===== config.mk =====
export PLATFORM = sky130hd
export DESIGN_NAME = cnt_seq_ctrl_flat
export DESIGN_NICKNAME = d
export VERILOG_FILES = /design/src/rtl/cnt_seq_ctrl_pkg.sv /design/src/rtl/cnt_seq_ctrl_if.sv /design/src/rtl/cnt_seq_ctrl_sat_cnt.sv /design/src/rtl/cnt_seq_ctrl.sv /design/src/flat_wrapper.sv
export SDC_FILE = /design/constraint.sdc
export NUM_CORES = 1
export LEC_CHECK = 0
export ABC_AREA = 1
export BUFFER_PORTS_ARGS = -buffer_cell sky130_fd_sc_hd__buf_2
export CORE_MARGIN = 5
export CORE_UTILIZATION = 42
export CTS_CLUSTER_SIZE = 10
export DETAILED_ROUTE_END_ITERATION = 8
export GPL_TIMING_DRIVEN = 0
export MAX_ROUTING_LAYER = met4
export PLACE_DENSITY_LB_ADDON = 0.12
export REMOVE_ABC_BUFFERS = 1
export SYNTH_ARGS = -nofsm -noshare
export SYNTH_HDL_FRONTEND = slang
export SYNTH_SLANG_ARGS = --single-unit

===== constraint.sdc =====
create_clock -name clk -period 1.6 [get_ports clk]
set_clock_uncertainty 0.15 [all_clocks]
set_input_delay 0.48 -clock clk [delete_from_list [all_inputs] [get_ports clk]]
set_output_delay 0.48 -clock clk [all_outputs]
set_load 0.01 [all_outputs]

===== src/rtl/cnt_seq_ctrl_pkg.sv =====
// ----------------------------------------------------------------------------
// cnt_seq_ctrl_pkg
// Shared definitions for the counter sequencing controller:
//   - default counter / period-counter widths
//   - FSM state encoding (IDLE, LOAD, RUN, DONE)
// ----------------------------------------------------------------------------
package cnt_seq_ctrl_pkg;

    localparam int DEF_WIDTH  = 5;
    localparam int DEF_PCNT_W = 4;

    typedef enum logic [1:0] {
        IDLE = 2'd0,
        LOAD = 2'd1,
        RUN  = 2'd2,
        DONE = 2'd3
    } state_e;

endpackage


===== src/rtl/cnt_seq_ctrl_if.sv =====
// ----------------------------------------------------------------------------
// cnt_seq_ctrl_if
// Timing-request handshake into the controller.
//   req_valid    : request present                 (master -> slave)
//   req_ready    : controller can accept a request (slave -> master)
//   req_start    : value loaded into the counter   (master -> slave)
//   req_limit    : terminal count value            (master -> slave)
//   req_periodic : 1 = reload and repeat, 0 = one-shot
// ----------------------------------------------------------------------------
interface cnt_seq_ctrl_if
    import cnt_seq_ctrl_pkg::*;
#(
    parameter int WIDTH = DEF_WIDTH
);
    logic             req_valid;
    logic             req_ready;
    logic [WIDTH-1:0] req_start;
    logic [WIDTH-1:0] req_limit;
    logic             req_periodic;

    modport master (
        output req_valid, req_start, req_limit, req_periodic,
        input  req_ready
    );

    modport slave (
        input  req_valid, req_start, req_limit, req_periodic,
        output req_ready
    );
endinterface


===== src/rtl/cnt_seq_ctrl_sat_cnt.sv =====
// ----------------------------------------------------------------------------
// sat_cnt
// Saturating up-counter with synchronous clear; clear wins over increment.
//   clk, rst : clock, synchronous active-high reset
//   clr_i    : return to zero
//   inc_i    : increment, holding at all-ones
//   cnt_o    : current count
// ----------------------------------------------------------------------------
module sat_cnt
    import cnt_seq_ctrl_pkg::*;
#(
    parameter int W = DEF_PCNT_W
) (
    input  logic         clk,
    input  logic         rst,
    input  logic         clr_i,
    input  logic         inc_i,
    output logic [W-1:0] cnt_o
);
    logic [W-1:0] cnt_q, cnt_d;

    always_comb begin
        cnt_d = cnt_q;
        if (clr_i)
            cnt_d = '0;
        else if (inc_i && (cnt_q != {W{1'b1}}))
            cnt_d = cnt_q + {{(W-1){1'b0}}, 1'b1};
    end

    always_ff @(posedge clk) begin
        if (rst) cnt_q <= '0;
        else     cnt_q <= cnt_d;
    end

    assign cnt_o = cnt_q;
endmodule


===== src/rtl/cnt_seq_ctrl.sv =====
// ----------------------------------------------------------------------------
// cnt_seq_ctrl
// Upstream sequencer for a loadable up-counter stage. Accepts a timing request,
// loads the counter, enables it on tick strobes until it reaches the limit,
// then pulses done and either returns to IDLE or reloads (periodic mode).
//   clk, rst      : clock, synchronous active-high reset
//   req           : request handshake (slave side)
//   abort_i       : stop the current operation (ignored in IDLE)
//   tick_i        : count strobe
//   cnt_out_i     : counter stage registered value
//   load_o        : counter load strobe (LOAD state)
//   enab_o        : counter increment enable
//   cnt_in_o      : counter load value (captured start)
//   busy_o        : not IDLE
//   done_o        : one-cycle pulse when the limit is reached
//   aborted_o     : one-cycle pulse after an abort in LOAD/RUN
//   period_cnt_o  : completed periods since last accepted request (saturating)
// ----------------------------------------------------------------------------
module cnt_seq_ctrl
    import cnt_seq_ctrl_pkg::*;
#(
    parameter int WIDTH  = DEF_WIDTH,
    parameter int PCNT_W = DEF_PCNT_W
) (
    input  logic              clk,
    input  logic              rst,
    cnt_seq_ctrl_if.slave     req,
    input  logic              abort_i,
    input  logic              tick_i,
    input  logic [WIDTH-1:0]  cnt_out_i,
    output logic              load_o,
    output logic              enab_o,
    output logic [WIDTH-1:0]  cnt_in_o,
    output logic              busy_o,
    output logic              done_o,
    output logic              aborted_o,
    output logic [PCNT_W-1:0] period_cnt_o
);
    state_e           state_q, state_d;
    logic [WIDTH-1:0] start_q, start_d;
    logic [WIDTH-1:0] limit_q, limit_d;
    logic             periodic_q, periodic_d;
    logic             aborted_q, aborted_d;

    logic req_ready;
    logic accept;
    logic at_limit;

    // Ready is masked during reset so nothing is handed over on a reset edge.
    assign req_ready     = (state_q == IDLE) && !rst;
    assign req.req_ready = req_ready;
    assign accept        = req.req_valid && req_ready;
    assign at_limit      = (cnt_out_i == limit_q);

    always_comb begin
        state_d    = state_q;
        start_d    = start_q;
        limit_d    = limit_q;
        periodic_d = periodic_q;
        // Only an abort that cuts LOAD/RUN short is flagged; DONE completes.
        aborted_d  = abort_i && ((state_q == LOAD) || (state_q == RUN));

        if (accept) begin
            start_d    = req.req_start;
            limit_d    = req.req_limit;
            periodic_d = req.req_periodic;
        end

        unique case (state_q)
            IDLE: if (accept) state_d = LOAD;
            LOAD: state_d = abort_i ? IDLE : RUN;
            RUN: begin
                if (abort_i)       state_d = IDLE;
                else if (at_limit) state_d = DONE;
            end
            DONE: state_d = (periodic_q && !abort_i) ? LOAD : IDLE;
            default: state_d = IDLE;
        endcase
    end

    always_ff @(posedge clk) begin
        if (rst) begin
            state_q    <= IDLE;
            start_q    <= '0;
            limit_q    <= '0;
            periodic_q <= 1'b0;
            aborted_q  <= 1'b0;
        end else begin
            state_q    <= state_d;
            start_q    <= start_d;
            limit_q    <= limit_d;
            periodic_q <= periodic_d;
            aborted_q  <= aborted_d;
        end
    end

    // Output decode; enab is combinational on tick and stops at the limit,
    // so the counter never passes limit_q.
    assign load_o    = (state_q == LOAD);
    assign enab_o    = (state_q == RUN) && tick_i && !at_limit;
    assign done_o    = (state_q == DONE);
    assign busy_o    = (state_q != IDLE);
    assign cnt_in_o  = start_q;
    assign aborted_o = aborted_q;

    sat_cnt #(.W(PCNT_W)) u_pcnt (
        .clk   (clk),
        .rst   (rst),
        .clr_i (accept),
        .inc_i (state_q == DONE),
        .cnt_o (period_cnt_o)
    );
endmodule

===== src/flat_wrapper.sv =====
// flat-port wrapper written by rule: the top's interface ports become plain ports
module cnt_seq_ctrl_flat import cnt_seq_ctrl_pkg::*;
#(
    parameter int WIDTH  = DEF_WIDTH,
    parameter int PCNT_W = DEF_PCNT_W
)
  (clk, rst, abort_i, tick_i, cnt_out_i, load_o, enab_o, cnt_in_o, busy_o, done_o, aborted_o, period_cnt_o, req_req_valid, req_req_start, req_req_limit, req_req_periodic, req_req_ready);
  cnt_seq_ctrl_if #(.WIDTH(WIDTH)) req_i ();
  input  logic clk;
  input  logic rst;
  input  logic abort_i;
  input  logic tick_i;
  input  logic [WIDTH-1:0] cnt_out_i;
  output logic load_o;
  output logic enab_o;
  output logic [WIDTH-1:0] cnt_in_o;
  output logic busy_o;
  output logic done_o;
  output logic aborted_o;
  output logic [PCNT_W-1:0] period_cnt_o;
  input wire logic [$bits(req_i.req_valid)-1:0] req_req_valid;
  input wire logic [$bits(req_i.req_start)-1:0] req_req_start;
  input wire logic [$bits(req_i.req_limit)-1:0] req_req_limit;
  input wire logic [$bits(req_i.req_periodic)-1:0] req_req_periodic;
  output wire logic [$bits(req_i.req_ready)-1:0] req_req_ready;
  assign req_i.req_valid = req_req_valid;
  assign req_i.req_start = req_req_start;
  assign req_i.req_limit = req_req_limit;
  assign req_i.req_periodic = req_req_periodic;
  assign req_req_ready = req_i.req_ready;
  cnt_seq_ctrl #(.WIDTH(WIDTH), .PCNT_W(PCNT_W)) u_core (.clk(clk), .rst(rst), .req(req_i), .abort_i(abort_i), .tick_i(tick_i), .cnt_out_i(cnt_out_i), .load_o(load_o), .enab_o(enab_o), .cnt_in_o(cnt_in_o), .busy_o(busy_o), .done_o(done_o), .aborted_o(aborted_o), .period_cnt_o(period_cnt_o));
endmodule

==> impl_metrics.tcl <==
set metrics [dict create \
    cp_slowest_cell "dfxtp_2" \
    syn_area_um2 880 \
    yosysWarnings 0 \
    synthMuxAreaShare_pct 0 \
    yosysSeqAreaShare_pct 41.0 \
    cts.clk_slew.worst_paths_ns 0.10 \
    fin_cells 195 \
    place_congestion 0.824 \
    synth-adder-area-share_pct 7.11 \
    violations "setup timing" \
    p_per_area_nw_per_um2 1170 \
    hold_ws_ns 0.251 \
    synth_compound_area_share_pct 6.26 \
    start_kind "flip-flop" \
    clkLatencyLatePin_ns 0.28 \
    dieArea_um2 3110 \
    worstHoldStart "rst" \
    synth-simple-area-share_pct 36.8 \
    via_per_inst 4.88 \
    fill_cells 178 \
    clockBufferDepth 2 \
    worst_slew_pin_slew_ns 0.355 \
    setup_violations 5 \
    fin_area_um2 1320 \
    start_util_pct 44.4 \
    synth_top_cells_by_area "dfxtp_1, nand3_1, nand2_1, ha_1, inv_1" \
    crit_chain "inv_2 > nand2_1 > nand2_1 > nor2_1 > nand3_1 > and3_1 > buf_2" \
    p_leak_nw 0.681 \
    p_total_mw 1.54 \
    status "finished, violations left" \
    via_count 951 \
    relSlewSlack_pct 76.3 \
    reg2regPathDepth 6 \
    design.core.area_um2 1980 \
    r2r_end "u_core.state_q[0]" \
    area_growth_pct 50.2 \
    crit_type "reg -> out" \
    slew_viol_final 0 \
    cts_tree "built" \
    setup_ws_ns -0.307 \
    syn_inst 120 \
    min_path_type "in -> reg" \
    rsz0062_at_grt "yes" \
    cp-endpoint "enab_o" \
    finalCritPeriodShare_pct 119 \
    ys_ff_latch 18 \
    maxCapViolCount 0 \
    arrival_ns 1.28 \
    num_rows 16 \
    cpMostUsedCell "nand2_1" \
    grt_overflow 0 \
    required_ns 0.97 \
    antenna_found_initial 0 \
    endpoint_kind "output pin" \
    dp.final_hpwl_um 1570 \
    wirelength_um 2270 \
    port_buffers 35 \
    cp.depth 7 \
    ir_worst_vdd_mv 0.884 \
    cts.sinks 18 \
    synth-xor-area-share_pct 0.996 \
    crit_buf_inv 2 \
    cts_buffers 3 \
    firstDrtPassIters 4 \
    ys_types 21 \
    reg2reg_from "u_core.state_q[1]" \
    reg2reg_slack_ns 0.06 \
    n_antenna_cell 0 \
    synth_top_area_cell "dfxtp_1" \
    critPathMaxStageDelay_ns 0.34 \
    grt_use_total_pct 15.1 \
    synth_top_family_by_area "simple AND/OR/NAND/NOR gates" \
    layout.nets 196 \
    syn_area_per_cell_um2 7.33 \
    period_minus_slack_ns 1.91 \
    htreeDepth 1 \
    drive_gt1_share_pct 45.2 \
    crit_fanout 2 \
    grt_max_degree 13 \
    hold_violations 0 \
    die_w_um 55.8 \
    ioPinCount 36 \
    crit_family "simple AND/OR/NAND/NOR gates" \
    die_y_um 55.8 \
    cts_root_buf "clkbuf_4" \
    placedCellCount 179 \
    antenna_left 0 \
    grt_pass1_wl_um 3750 \
    critical_path.startpoint "u_core.limit_q[1]" \
    postCtsHoldBufs 0 \
    wl_per_cell_um 11.6 \
    first_global_vias 933 \
    yosysTopAreaCellShare_pct 41.0 \
    first_iter_violations 18 \
    clock.fmax_mhz 524 \
    post-route-drc-count 0 \
    place_area_um2 1070 \
]
==> power by group <==
group          internal [mW]  switching [mW]
sequential             0.545          0.0600
clock                 0.0873           0.129
combinational          0.363           0.355
total                  0.996           0.544
==> worst min-delay path by stage <==
| stage | to | slack [ns] | cells past startpoint |
|---|---|---|---|
| 6_report | u_core.aborted_o | 0.25 | 2 |
| 5_1_grt | u_core.aborted_o | 0.23 | 2 |
| 4_1_cts | u_core.aborted_o | 0.24 | 2 |
| 3_5_place_dp | u_core.cnt_in_o[3] | 0.31 | 2 |
| 3_3_place_gp | u_core.cnt_in_o[3] | 0.30 | 2 |
| 2_1_floorplan | u_core.periodic_q | 0.29 | 2 |
==> cells in the mapped netlist (all sizes together) <==
cell    instances
nand3          24
inv            14
or2             1
buf             2
nor3b           2
a21oi           5
o21ai           3
xnor2           1
nor2           10
ha              5
o211ai          1
o31ai           1
dfxtp          18
and3            2
clkbuf          1
nand2          30
==> kinds of logic (layout without fill, tap and decap cells) <==
group | Yosys count | count (layout)
flip-flops | 18 | 18
AND/OR/NAND/NOR | 69 | 69
XOR/XNOR | 1 | 1
adder cells (fa/ha/maj) | 5 | 5
AO/OA/AOI/OAI | 10 | 10
buffers and inverters | 17 | 65
==> what timing repair did <==
action	in CTS	in global routing
pin swaps	3	7
buffers inserted	10	7
setup endpoints to repair	18	14
hold endpoints to repair	0	0
resized for setup	29	11
==> stage by stage <==
step | TNS, ns | setup WS [ns] | utilization, %
4_1_cts | -0.887 | -0.319 | 64.0
3_5_place_dp | -1.31 | -0.259 | 54.1
2_1_floorplan | 0 | 0.0394 | -
5_1_grt | -1.01 | -0.403 | 66.7
6_report | -0.672 | -0.307 | 66.7
3_3_place_gp | -0.986 | -0.249 | 54.1
==> sequential cells by signal, indices dropped and copies added (netlist names) <==
name	cells
u_core.aborted_o	1
u_core.cnt_in_o	5
u_core.limit_q	5
u_core.periodic_q	1
u_core.state_q	2
u_core.u_pcnt.cnt_o	4
==> worst register-to-register path, delay by kind of cell, from the launching register on <==
kind / cells / cell delay (ns)
adder cells (fa/ha/maj): 1 / 0.15
AO/OA/AOI/OAI: 2 / 0.32
buffers and inverters: 2 / 0.25
flip-flops: 1 / 0.37
AND/OR/NAND/NOR: 1 / 0.18
==> layout by cell type, fill, tap and decap left out <==
master    netlist  layout
ha_1            5       2
a21oi_1         5       4
nor3b_1         2       1
o31ai_1         1       1
nand2_2         2       4
dfxtp_4         0       1
nor2_4          1       1
ha_4            0       3
buf_8           0       1
a21oi_2         0       1
buf_4           1       8
nand2_4         1       2
inv_2           1       2
or2_2           1       1
nor3b_2         0       1
buf_2           1      31
nand3_1        24      23
buf_6           0       8
dfxtp_1        18      12
o211ai_1        1       1
and3_1          2       2
dfxtp_2         0       5
nor2_1          9       9
xnor2_1         1       1
o21ai_0         3       3
clkbuf_4        0       3
inv_1          13       9
inv_4           0       3
nand2_1        27      24
nand3_2         0       1
==> routing by layer <==
metal	wire, um	GRT usage, %	vias to the layer above
met5	0	-	-
met4	23	5.21	0
met3	102	4.41	4
met2	1150	26.4	24
met1	993	16.1	439
li1	-	-	484
==> layout make-up <==
cell class / instances / area [um^2] / area share, %
Multi-Input combinational cell: 85 / 514 / 38.9
Inverter: 14 / 60.1 / 4.55
Timing Repair Buffer: 48 / 320 / 24.2
Sequential cell: 18 / 370 / 28.0
Tap cell: 27 / 33.8 / 2.56
Clock buffer: 3 / 22.5 / 1.70
No activity file was read; power rests on OpenSTA's default activity.
